===== config.mk =====
export PLATFORM = sky130hd
export DESIGN_NAME = ifetch_t
export DESIGN_NICKNAME = d
export VERILOG_FILES = /design/src/rtl/ifetch_t_pkg.sv /design/src/rtl/ifetch_fifo.sv /design/src/rtl/ifetch_t.sv
export SDC_FILE = /design/constraint.sdc
export NUM_CORES = 1
export LEC_CHECK = 0
export CAP_MARGIN = 5
export CORE_MARGIN = 2
export CORE_UTILIZATION = 52
export DETAILED_ROUTE_END_ITERATION = 6
export MAX_ROUTING_LAYER = met4
export PLACE_DENSITY = 0.92
export SYNTH_ARGS = -nofsm -noshare
export SYNTH_HDL_FRONTEND = slang
export SYNTH_HIERARCHICAL = 1
export SYNTH_SLANG_ARGS = --single-unit

===== constraint.sdc =====
create_clock -name clk -period 4 [get_ports clk]
set_input_delay 0.6 -clock clk [delete_from_list [all_inputs] [get_ports clk]]
set_output_delay 0.6 -clock clk [all_outputs]
set_load 0.1 [all_outputs]

===== src/rtl/ifetch_t_pkg.sv =====
`default_nettype none
// ============================================================================
// Module      : ifetch_t_pkg
// Description : Shared constants for the instruction fetch stage: fetch FSM
//               state encodings and the instruction word size in bytes.
// Revision    : 1.0 - initial release
// ============================================================================
package ifetch_t_pkg;

    // Fetch FSM state encodings
    localparam int              c_STATE_W  = 2;
    localparam logic [c_STATE_W-1:0] c_IF_IDLE = 2'd0;
    localparam logic [c_STATE_W-1:0] c_IF_REQ  = 2'd1;
    localparam logic [c_STATE_W-1:0] c_IF_WAIT = 2'd2;

    // Every instruction is one 32-bit word
    localparam int c_INST_BYTES = 4;

endpackage : ifetch_t_pkg
`default_nettype wire


===== src/rtl/ifetch_fifo.sv =====
`default_nettype none
// ============================================================================
// Module      : ifetch_fifo
// Description : Synchronous DEPTH-entry FIFO of {pc, instruction}. Flush has
//               priority over push and pop; push and pop may coincide at any
//               occupancy. The head is read combinationally from storage.
// Revision    : 1.0 - initial release
// ============================================================================
module ifetch_fifo
    import ifetch_t_pkg::*;
#(
    parameter int WIDTH = 32,
    parameter int DEPTH = 2
) (
    input  logic                     clk,
    input  logic                     rst,
    input  logic                     push,
    input  logic [WIDTH-1:0]         push_pc,
    input  logic [WIDTH-1:0]         push_inst,
    input  logic                     pop,
    input  logic                     flush,
    output logic                     full,
    output logic                     empty,
    output logic [$clog2(DEPTH):0]   count,
    output logic [WIDTH-1:0]         head_pc,
    output logic [WIDTH-1:0]         head_inst
);

    localparam int c_PTR_W = $clog2(DEPTH);
    localparam int c_CNT_W = c_PTR_W + 1;

    logic [WIDTH-1:0]   r_pc_mem   [DEPTH];
    logic [WIDTH-1:0]   r_inst_mem [DEPTH];
    logic [c_PTR_W-1:0] r_wr_ptr;
    logic [c_PTR_W-1:0] r_rd_ptr;
    logic [c_CNT_W-1:0] r_count;

    logic w_do_push;
    logic w_do_pop;

    // A pop frees the slot a same-cycle push may need when the FIFO is full
    assign w_do_pop  = pop & ~empty;
    assign w_do_push = push & (~full | w_do_pop);

    assign full      = (r_count == c_CNT_W'(DEPTH));
    assign empty     = (r_count == '0);
    assign count     = r_count;
    assign head_pc   = r_pc_mem[r_rd_ptr];
    assign head_inst = r_inst_mem[r_rd_ptr];

    // Storage, pointers (wrap naturally, DEPTH is a power of two) and occupancy
    always_ff @(posedge clk) begin
        if (rst) begin
            r_wr_ptr <= '0;
            r_rd_ptr <= '0;
            r_count  <= '0;
            for (int i = 0; i < DEPTH; i++) begin
                r_pc_mem[i]   <= '0;
                r_inst_mem[i] <= '0;
            end
        end else if (flush) begin
            r_wr_ptr <= '0;
            r_rd_ptr <= '0;
            r_count  <= '0;
        end else begin
            if (w_do_push) begin
                r_pc_mem[r_wr_ptr]   <= push_pc;
                r_inst_mem[r_wr_ptr] <= push_inst;
                r_wr_ptr             <= r_wr_ptr + c_PTR_W'(1);
            end
            if (w_do_pop) begin
                r_rd_ptr <= r_rd_ptr + c_PTR_W'(1);
            end
            case ({w_do_push, w_do_pop})
                2'b10:   r_count <= r_count + c_CNT_W'(1);
                2'b01:   r_count <= r_count - c_CNT_W'(1);
                default: r_count <= r_count;
            endcase
        end
    end

endmodule : ifetch_fifo
`default_nettype wire


===== src/rtl/ifetch_t.sv =====
`default_nettype none
// ============================================================================
// Module      : ifetch_t
// Description : Instruction fetch stage. Holds the PC, issues single-word
//               read requests (one outstanding at most), queues returned
//               words with their PCs and hands them to decode via
//               valid/ready. A redirect flushes queued and in-flight fetches.
// Revision    : 1.0 - initial release
// ============================================================================
module ifetch_t
    import ifetch_t_pkg::*;
#(
    parameter int               WIDTH    = 32,
    parameter logic [WIDTH-1:0] RESET_PC = '0,
    parameter int               DEPTH    = 2
) (
    input  logic                 clk,
    input  logic                 rst,
    input  logic                 redirect_valid,
    input  logic [WIDTH-1:0]     redirect_pc,
    output logic                 mem_req_valid,
    output logic [WIDTH-1:0]     mem_req_addr,
    output logic [WIDTH-1:0]     mem_req_data,
    output logic [WIDTH/8-1:0]   mem_req_mask,
    input  logic                 mem_resp_valid,
    input  logic [WIDTH-1:0]     mem_resp_data,
    output logic                 inst_valid,
    output logic [WIDTH-1:0]     inst_data,
    output logic [WIDTH-1:0]     inst_pc,
    input  logic                 inst_ready
);

    localparam int               c_CNT_W      = $clog2(DEPTH) + 1;
    localparam logic [WIDTH-1:0] c_PC_STEP    = WIDTH'(c_INST_BYTES);
    localparam logic [WIDTH-1:0] c_ALIGN_MASK = ~(WIDTH'(c_INST_BYTES - 1));

    logic [c_STATE_W-1:0] r_state;
    logic [WIDTH-1:0]     r_pc;
    logic                 r_drop;
    logic                 r_req_valid;
    logic [WIDTH-1:0]     r_req_addr;

    logic [WIDTH-1:0]     w_redirect_pc;
    logic                 w_has_room;
    logic                 w_push;
    logic                 w_pop;
    logic                 w_fifo_full;
    logic                 w_fifo_empty;
    logic [c_CNT_W-1:0]   w_fifo_count;

    assign w_redirect_pc = redirect_pc & c_ALIGN_MASK;

    // Only issued from IDLE, so no fetch is outstanding: the live count is
    // the whole occupancy and a later push can never overflow.
    assign w_has_room = (w_fifo_count < c_CNT_W'(DEPTH));

    // Capture only a wanted word; a redirect in the arrival cycle kills it
    assign w_push = (r_state == c_IF_WAIT) & mem_resp_valid & ~r_drop
                  & ~redirect_valid & ~w_fifo_full;
    assign w_pop  = ~w_fifo_empty & inst_ready;

    assign mem_req_valid = r_req_valid;
    assign mem_req_addr  = r_req_addr;
    assign mem_req_data  = '0;
    assign mem_req_mask  = '0;
    assign inst_valid    = ~w_fifo_empty;

    // Fetch FSM: PC, drop flag and registered request strobe/address
    always_ff @(posedge clk) begin
        if (rst) begin
            r_state     <= c_IF_IDLE;
            r_pc        <= RESET_PC;
            r_drop      <= 1'b0;
            r_req_valid <= 1'b0;
            r_req_addr  <= RESET_PC;
        end else begin
            case (r_state)
                c_IF_IDLE: begin
                    if (redirect_valid) begin
                        r_pc <= w_redirect_pc;
                    end else if (mem_resp_valid && w_has_room) begin
                        r_state     <= c_IF_REQ;
                        r_req_valid <= 1'b1;
                        r_req_addr  <= r_pc;
                    end
                end
                c_IF_REQ: begin
                    // Address stays put: memory samples it while busy
                    r_req_valid <= 1'b0;
                    r_state     <= c_IF_WAIT;
                    if (redirect_valid) begin
                        r_pc   <= w_redirect_pc;
                        r_drop <= 1'b1;
                    end
                end
                c_IF_WAIT: begin
                    if (mem_resp_valid) begin
                        r_state <= c_IF_IDLE;
                        r_drop  <= 1'b0;
                        if (redirect_valid) begin
                            r_pc <= w_redirect_pc;
                        end else if (!r_drop) begin
                            r_pc <= r_pc + c_PC_STEP;
                        end
                    end else if (redirect_valid) begin
                        r_pc   <= w_redirect_pc;
                        r_drop <= 1'b1;
                    end
                end
                default: begin
                    r_state     <= c_IF_IDLE;
                    r_req_valid <= 1'b0;
                end
            endcase
        end
    end

    ifetch_fifo #(
        .WIDTH (WIDTH),
        .DEPTH (DEPTH)
    ) u_fifo (
        .clk       (clk),
        .rst       (rst),
        .push      (w_push),
        .push_pc   (r_pc),
        .push_inst (mem_resp_data),
        .pop       (w_pop),
        .flush     (redirect_valid),
        .full      (w_fifo_full),
        .empty     (w_fifo_empty),
        .count     (w_fifo_count),
        .head_pc   (inst_pc),
        .head_inst (inst_data)
    );

endmodule : ifetch_t
`default_nettype wire


==> impl_metrics.env <==
export IMPL_status="finished, violations left"
export IMPL_violations="DRC"
export IMPL_timing_hold_ws_ns=0.4555
export IMPL_ys_flop_type="edfxtp_1"
export IMPL_finalSetupViolations=0
export IMPL_cts_tree="built"
export IMPL_synth_seq_area_share_pct=55.12
export IMPL_vias=6934
export IMPL_ioPinCount=203
export IMPL_grt_pass1_wl_mm=34.93
export IMPL_cp_max_fo=64
export IMPL_clock_fmax_mhz=316.4
export IMPL_worst_slew_pin_slew_ns=1.020
export IMPL_critPathKind="reg -> out"
export IMPL_grt_overflow=0
export IMPL_r2r_cells=7
export IMPL_route_detailed_drc=17
export IMPL_syn_to_final_growth_pct=23.01
export IMPL_start_util_pct=53.21
export IMPL_ys_ff_latch=201
export IMPL_numCtsBuffers=21
export IMPL_die_area_um2=19610
export IMPL_period_share_pct=79.02
export IMPL_layout_common_cells="clkdlybuf4s50_1 (152), edfxtp_1 (128), nand2_1 (104)"
export IMPL_place_hpwl_mm=14.51
export IMPL_die_w_um=140.0
export IMPL_synthAdderAreaFrac_pct=0.6500
export IMPL_cts_hold_buffers=0
export IMPL_cellPowerDensity_nw_per_um2=414.1
export IMPL_cts_resized=0
export IMPL_regArea_um2=5306
export IMPL_cp_data_required_time_ns=3.40
export IMPL_synth_edff_count=128
export IMPL_die_h_um=140.0
export IMPL_finalClockSkew_ns=0.01145
export IMPL_min_period_ns=3.161
export IMPL_wl_mm=22.45
export IMPL_syn_inst=867
export IMPL_drt_iter0_markers=723
export IMPL_clkTransAtPathRegs_ns=0.06
export IMPL_synthXorXnorAreaFrac_pct=0.1820
export IMPL_place_gp_congestion=0.8831
export IMPL_drv_slew=0
export IMPL_r2r_end="u_fifo/r_pc_mem[0][19]"
export IMPL_synthSimpleGateAreaFrac_pct=20.72
export IMPL_fin_nets=1082
export IMPL_io_buffer_count=164
export IMPL_hold_viol=0
export IMPL_antenna_found_initial=0
export IMPL_multi_input_area_um2=3829
export IMPL_grt_max_degree=66
export IMPL_ys_warn_count=6
export IMPL_arrival_ns=2.56
export IMPL_maxCapViolations=0
export IMPL_core_area_um2=18090
export IMPL_postCtsSetupBuffers=0
export IMPL_cts_root_buf="clkbuf_16"
export IMPL_crit_path_max_incr_delay_ns=1.14
export IMPL_cp_cell_sequence="buf_12 > mux2_2 > clkdlybuf4s50_1"
export IMPL_whs_path_depth=2
export IMPL_avgRoutedWirePerCell_um=17.96
export IMPL_synth_avg_cell_area_um2=11.10
export IMPL_endpoint_kind="output pin"
export IMPL_timing_setup_tns_ns=0
export IMPL_postSynth_asyncResetShare_pct=0
export IMPL_fill_cells=1342
export IMPL_grt_pass1_vias=6704
export IMPL_diodes=0
export IMPL_hp_class="reg -> reg"
export IMPL_layout_commonest_cell="clkdlybuf4s50_1"
export IMPL_cts_sinks=201
export IMPL_detail_route_antenna_nets=0
export IMPL_endpoint="inst_data[23]"
export IMPL_r2r_start="r_state[0]"
export IMPL_syn_cell_area_um2=9624
export IMPL_drtPass1Iterations=7
export IMPL_synth_compound_area_share_pct=8.801
export IMPL_drive_above_1_share_pct=16.26
export IMPL_maxSlewHeadroom_pct=31.78
export IMPL_grt_usage_pct=22.75
export IMPL_clock_latency_ns=0.49
export IMPL_viasPerCell=5.547
export IMPL_startpoint_type="flip-flop"
export IMPL_crit_slowest_cell="clkdlybuf4s50_1"
export IMPL_synthMuxAreaShare_pct=8.008
export IMPL_row_count=49
export IMPL_synth_top_family_by_area="simple AND/OR/NAND/NOR gates"
export IMPL_p_leak_uw=0.004387
export IMPL_htreeDepth=1
export IMPL_ir_drop_mv=0.2893
export IMPL_synth_cell_types=67
export IMPL_grt_setup_unrepaired="no"
export IMPL_cts_buffer_depth=3
export IMPL_rrSetupSlack_ns=1.15
power breakdown:
| group | leakage [uW] | total [uW] | internal, uW | switching, uW |
|---|---|---|---|---|
| Sequential | 0.00192 | 2340 | 2270 | 67.3 |
| Clock | 0.000318 | 1850 | 1100 | 751 |
| Combinational | 0.00215 | 709 | 175 | 534 |
| Total | 0.00439 | 4900 | 3550 | 1350 |
cell usage after synthesis (all sizes together) (3+ instances only):
master	n	share of area [%]
and2	129	9.2
nand2	104	4.1
o22ai	4	0.26
nand2b	4	0.26
nand4	9	0.71
dfxtp	73	15
nor3b	4	0.43
a32o	3	0.31
a211oi	4	0.31
nor2	42	1.6
and4	4	0.36
a31oi	9	0.58
nor2b	4	0.26
buf	64	5.0
edfxtp	128	40
clkbuf	29	1.1
o21bai	3	0.23
nor3	14	0.83
ha	5	0.65
mux2	64	7.5
mux2i	5	0.52
o21ai	16	0.83
o41ai	4	0.44
nand3	16	0.88
a22oi	6	0.47
a21oi	61	3.2
or2	6	0.39
nor4	5	0.55
a21o	3	0.23
inv	9	0.35
kinds of logic after synthesis:
group / Yosys count
adders and majority gates: 5
DFF: 201
buffers and inverters: 102
and+or+nand+nor: 353
muxes: 69
other: 1
AOI/OAI and AO/OA: 134
xor gates and xnor gates: 2
state kept, by name, indices dropped and copies added (netlist names), named ones only:
register	cells
u_fifo/r_inst_mem	64
u_fifo/r_pc_mem	64
mem_req_addr	32
r_pc	32
r_state	2
u_fifo/count	2
mem_req_valid	1
r_drop	1
u_fifo/r_rd_ptr	1
u_fifo/r_wr_ptr	1
how the worst min path moves through the flow:
stage / startpoint / endpoint / slack, ns
6_report: mem_req_addr[21] / mem_req_addr[21] / 0.46
5_1_grt: mem_req_addr[21] / mem_req_addr[21] / 0.47
4_1_cts: mem_req_addr[21] / mem_req_addr[21] / 0.46
3_5_place_dp: mem_req_addr[21] / mem_req_addr[21] / 0.45
3_3_place_gp: mem_req_addr[3] / mem_req_addr[3] / 0.44
2_1_floorplan: r_pc[0] / mem_req_addr[0] / 0.45
cell type report:
| cell class | instances | area share, % |
|---|---|---|
| clock inverter | 5 | 0.3805 |
| inverter | 9 | 0.2854 |
| sequential | 201 | 44.82 |
| multi-input combinational | 599 | 32.34 |
| clock buffer | 31 | 5.105 |
| tap | 229 | 2.420 |
| timing repair buffer | 176 | 14.65 |
worst max-delay path, delay by kind of cell, from the launching register on:
family	cells	cell delay [ns]
multiplexers	1	0.23
buffers and inverters	2	1.45
flip-flops	1	0.34
metal layers:
layer | global-route usage, % | routed length (um) | vias to the layer above
li1 | - | - | 3274
met1 | 29.68 | 9299 | 3305
met2 | 36.51 | 10780 | 304
met3 | 3.658 | 1722 | 51
met4 | 7.868 | 645 | 0
met5 | - | 0 | -
metrics by stage:
stage	instance area, um^2	util [%]	setup WS (ns)	total power (uW)	instances
finish	11840	65.46	0.8390	4903	1250
global route	11840	65.46	0.7799	5049	1250
CTS	11840	65.46	0.8205	4932	1250
detailed placement	11190	61.87	0.7752	3088	1214
global placement	11190	61.87	0.9015	3075	1214
floorplan	9756	-	0.4760	2922	902
Power figures use the tool's default switching activity.
